[src/rtl/regfile_seq_ctrl.sv]
// rtl/regfile_seq_ctrl.sv - four-phase sequencer driving a register file and ALU
module regfile_seq_ctrl #(
  parameter int Address_Width = 5,
  parameter int Data_Width    = 32,
  parameter int Ctrl_Width    = 3
) (
  input  logic                     clk,
  input  logic                     rst,
  input  logic                     instr_valid,
  output logic                     instr_ready,
  input  logic [Address_Width-1:0] instr_rs1,
  input  logic [Address_Width-1:0] instr_rs2,
  input  logic [Address_Width-1:0] instr_rd,
  input  logic [Ctrl_Width-1:0]    instr_aluctrl,
  output logic [Address_Width-1:0] rs1,
  output logic [Address_Width-1:0] rs2,
  output logic [Address_Width-1:0] rd,
  output logic                     en,
  output logic [Data_Width-1:0]    din,
  output logic [Ctrl_Width-1:0]    alu_ctrl,
  input  logic [Data_Width-1:0]    alu_result,
  output logic                     busy,
  output logic                     done,
  output logic [15:0]              op_count
);

  typedef enum logic [1:0] {
    IDLE  = 2'd0,
    READ  = 2'd1,
    EXEC  = 2'd2,
    WRITE = 2'd3
  } state_t;

  state_t                state;
  logic [Data_Width-1:0] result;

  // Ready must drop the instant reset is asserted and rise on the first cycle after release.
  assign instr_ready = (state == IDLE) && !rst;

  // Write data always comes straight from the captured ALU result.
  assign din = result;

  // Sequencer: latch request, wait for registered read, capture ALU, write back.
  always_ff @(posedge clk or posedge rst) begin
    if (rst) begin
      state    <= IDLE;
      rs1      <= '0;
      rs2      <= '0;
      rd       <= '0;
      alu_ctrl <= '0;
      result   <= '0;
      en       <= 1'b0;
      done     <= 1'b0;
      busy     <= 1'b0;
      op_count <= 16'd0;
    end else begin
      case (state)
        IDLE: begin
          // Fields are sampled only here; requests seen in other states are dropped.
          if (instr_valid) begin
            rs1      <= instr_rs1;
            rs2      <= instr_rs2;
            rd       <= instr_rd;
            alu_ctrl <= instr_aluctrl;
            busy     <= 1'b1;
            state    <= READ;
          end
        end
        READ: begin
          // Register file samples rs1/rs2 on this edge; rd1/rd2 are valid in EXEC.
          state <= EXEC;
        end
        EXEC: begin
          result <= alu_result;
          done   <= 1'b1;
          en     <= (rd != '0);
          state  <= WRITE;
        end
        WRITE: begin
          // A suppressed write to x0 still counts as a completed operation.
          done     <= 1'b0;
          en       <= 1'b0;
          busy     <= 1'b0;
          op_count <= op_count + 16'd1;
          state    <= IDLE;
        end
        default: begin
          done  <= 1'b0;
          en    <= 1'b0;
          busy  <= 1'b0;
          state <= IDLE;
        end
      endcase
    end
  end

endmodule

[config.mk]
export PLATFORM = sky130hd
export DESIGN_NAME = regfile_seq_ctrl
export DESIGN_NICKNAME = d
export VERILOG_FILES = /design/src/rtl/regfile_seq_ctrl.sv
export SDC_FILE = /design/constraint.sdc
export NUM_CORES = 1
export LEC_CHECK = 0
export BUFFER_PORTS_ARGS = -buffer_cell sky130_fd_sc_hd__buf_4
export CAP_MARGIN = 20
export CELL_PAD_IN_SITES_DETAIL_PLACEMENT = 1
export CELL_PAD_IN_SITES_GLOBAL_PLACEMENT = 1
export CORE_MARGIN = 2
export CORE_UTILIZATION = 30
export CTS_CLUSTER_DIAMETER = 80
export CTS_CLUSTER_SIZE = 12
export DETAILED_ROUTE_END_ITERATION = 16
export PLACE_DENSITY_LB_ADDON = 0.05
export SETUP_SLACK_MARGIN = 0.1
export SYNTH_ARGS = -nofsm -noshare
export SYNTH_HDL_FRONTEND = slang
export SYNTH_SLANG_ARGS = --single-unit
[constraint.sdc]
create_clock -name clk -period 3.1 [get_ports clk]
set_input_delay 0.465 -clock clk [delete_from_list [all_inputs] [get_ports clk]]
set_output_delay 0.465 -clock clk [all_outputs]
set_load 0.05 [all_outputs]
==> results.tsv <==
metric	value	unit
syn nets	248	
Initial Utilization	30.8	%
Sw Ratio	47.5	%
Sw Pwr	0.00255	W
Worst Setup End Kind	output pin	
Max IR drop VDD	0.621	mV
total CTS buffers	9	
Clock Latency Late Sink	0.34	ns
Cells after Synth	190	
Via Count	1991	
clk slew on worst S/H paths	0.08	ns
DRC violations left	0	
Mean Syn Cell Area	14.8	µm²
DRT iter0 DRCs	28	
status	complete, no violations	
min cycle time layout	1.96	ns
commonest non-fill, non-tap cell in the layout	buf_4	
hold slack	0.199	ns
# hold bufs at CTS	0	
WS Path Type	flop to output pin	
gr usage total	14.0	%
synth top area cells	dfrtp_1 (63%), mux2_2 (21%), xnor2_1 (3.7%)	
final setup skew	0.0101	ns
Root Driver	clkbuf_8	
Crit path largest cell delay	0.39	ns
Core Area	9150	µm²
Placement Setup Slack	1.09	ns
Crit path max-delay family	flip-flops	
Buf/Inv on CP	2	
cell row count	35	
worst slew pin tran	0.607	ns
most frequent cells in the layout	buf_4 (123), dfrtp_1 (71), mux2_2 (52), xnor2_1 (12), clkbuf_8 (9)	
fmax	0.510	GHz
Max stage delay cell, worst path	dfrtp_1	
Worst R2R Path Depth	4	
Die Y-Extent	101	µm
P&R area growth vs syn	44.8	%
sequential power share	29.8	%
synthesized flop and latch total	71	
First-pass DRT Iterations	2	
register area share after synthesis	63.1	%
fin. max-slew vios	0	
post_cts resized	0	
H-tree depth	3	
Lkg Pwr	1.97	nW
Critical R2R Capture	din[14]	
total of max-cap violations	0	
WP data arrival	1.50	ns
Worst Hold Class	input port to asynchronous set/reset pin	
Die X	101	µm
startpoint types	flop	
vias in the first global route	2196	
Nets	377	
Antenna Cells	0	
fin crit share	63.3	%
setup slack, reg-to-reg	1.14	ns
Routed WL	6710	µm
largest net degree at the start of global routing	46	
global placement routability congestion	0.690	
number of antenna violations at the first check in global routing	0	
end of the critical path	instr_ready	
full die area	10200	µm²
clock share of power	15.1	%
P_int	0.00282	W
Synth warnings	0	
fraction of layout cells with a size suffix above 1	60.8	%
Syn Std Cell Area	2820	µm²
postcts setup bufs	0	
Final Hold Viols	0	
Antenna Nets Post-Route	0	
Worst Path Max Fanout	4	
Remaining Overflow, GRT	0	
filler cell count	965	
CP Data Required Time	2.63	ns
first-pass GRT wire length	11000	µm
Final WS setup	1.14	ns
Slew headroom	59.5	%
unrepaired setup endpoints after global routing	false	
post-synth top area cell	dfrtp_1	
Worst path depth	4	
Clock Path Buffers	2	
CTS tree	yes	
Power Density	1320	nW/µm²
clock tree sinks	71	
vias per cell	4.58	
setup_tns	0	ns
worst path cell trace	inv_1 > ha_1 > nor2b_1 > buf_4	
CP Launch Point	state[0]	
Logic pwr share	55.1	%
post-synth top area share	63.1	%
IO Pins	123	
drt wl/cell	15.4	µm
R2R Path Start	state[0]	
synth unique cells	23	
port bufs	122	
Final setup viols	0	
DP HPWL	4910	µm
state kept, by name, summed over array words and instances (netlist names):
register	cells
alu_ctrl	3
rs2	5
op_count	16
en	1
state	2
rd	5
din	32
busy	1
rs1	5
done	1
cells in the mapped netlist:
cell type  count
mux2_2        52
a21oi_1        2
and3_2         1
nand2_2        1
or4b_1         1
nand3_2        1
nand2_1        7
nor3_1         4
nand3_1        4
dfrtp_1       71
nor4_4         1
nand4_1        3
xor2_1         3
nor2b_1        2
buf_4          1
nor2_1         6
and3_1         1
inv_1          5
buf_2          5
ha_1           5
o21ai_0        1
xnor2_1       12
nand4_2        1
logic make-up after synthesis:
| family | synth area share, % |
|---|---|
| flops | 63.1 |
| mux | 20.8 |
| simple gates | 6.89 |
| xor+xnor | 4.66 |
| buf+inv | 1.82 |
| fa+ha+maj | 2.22 |
| compound gates | 0.533 |
worst min-delay path by stage:
| stage | startpoint | endpoint | slack [ns] | depth (start not counted) |
|---|---|---|---|---|
| detailed placement | op_count[15] | op_count[15] | 0.47 | 1 |
| CTS | rst | rs1[0] | 0.21 | 2 |
| global placement | op_count[15] | op_count[15] | 0.46 | 1 |
| finish | rst | rs1[0] | 0.20 | 2 |
| floorplan | state[1] | state[1] | 0.53 | 1 |
| global route | rst | rs1[4] | 0.24 | 2 |
worst register-to-register path: cells and delay by family (launching register included):
kind,cells,cell delay [ns]
adder cells (fa/ha/maj),1,0.53
buffers and inverters,2,0.53
flip-flops,1,0.39
multiplexers,1,0.39
area by class of cell:
class | instances | area (µm²) | share of cell area, %
clock buffers | 10 | 128 | 3.13
clock inverters | 6 | 85.1 | 2.09
inverters | 5 | 18.8 | 0.460
multi-input cells | 108 | 988 | 24.2
flip-flops and latches | 71 | 1780 | 43.6
well taps | 111 | 139 | 3.40
repair buffers | 124 | 943 | 23.1
power groups by stage:
stage | registers [W] | clock network, W | logic, W
2_1_floorplan | 0.00296 | 0 | 0.000743
3_3_place_gp | 0.00162 | 0 | 0.00296
3_5_place_dp | 0.00163 | 0 | 0.00299
4_1_cts | 0.00161 | 0.000840 | 0.00300
5_1_grt | 0.00168 | 0.000886 | 0.00310
6_report | 0.00160 | 0.000809 | 0.00295
through the flow:
| step | total power, W | util [%] | area [µm²] | cells |
|---|---|---|---|---|
| floorplan | 0.00370 | - | 2820 | 190 |
| global placement | 0.00459 | 42.2 | 3870 | 419 |
| detailed placement | 0.00462 | 42.2 | 3870 | 419 |
| CTS | 0.00545 | 44.6 | 4080 | 435 |
| global route | 0.00567 | 44.6 | 4080 | 435 |
| finish | 0.00536 | 44.6 | 4080 | 435 |
metal layers:
metal / GRT usage (%) / vias to the layer above / part of all wire, %
li1: - / 909 / -
met1: 17.2 / 1012 / 41
met2: 23.1 / 60 / 51
met3: 4.44 / 10 / 6.4
met4: 5.20 / 0 / 1.5
met5: 0 / - / 0
No activity file was read; power rests on OpenSTA's default activity.
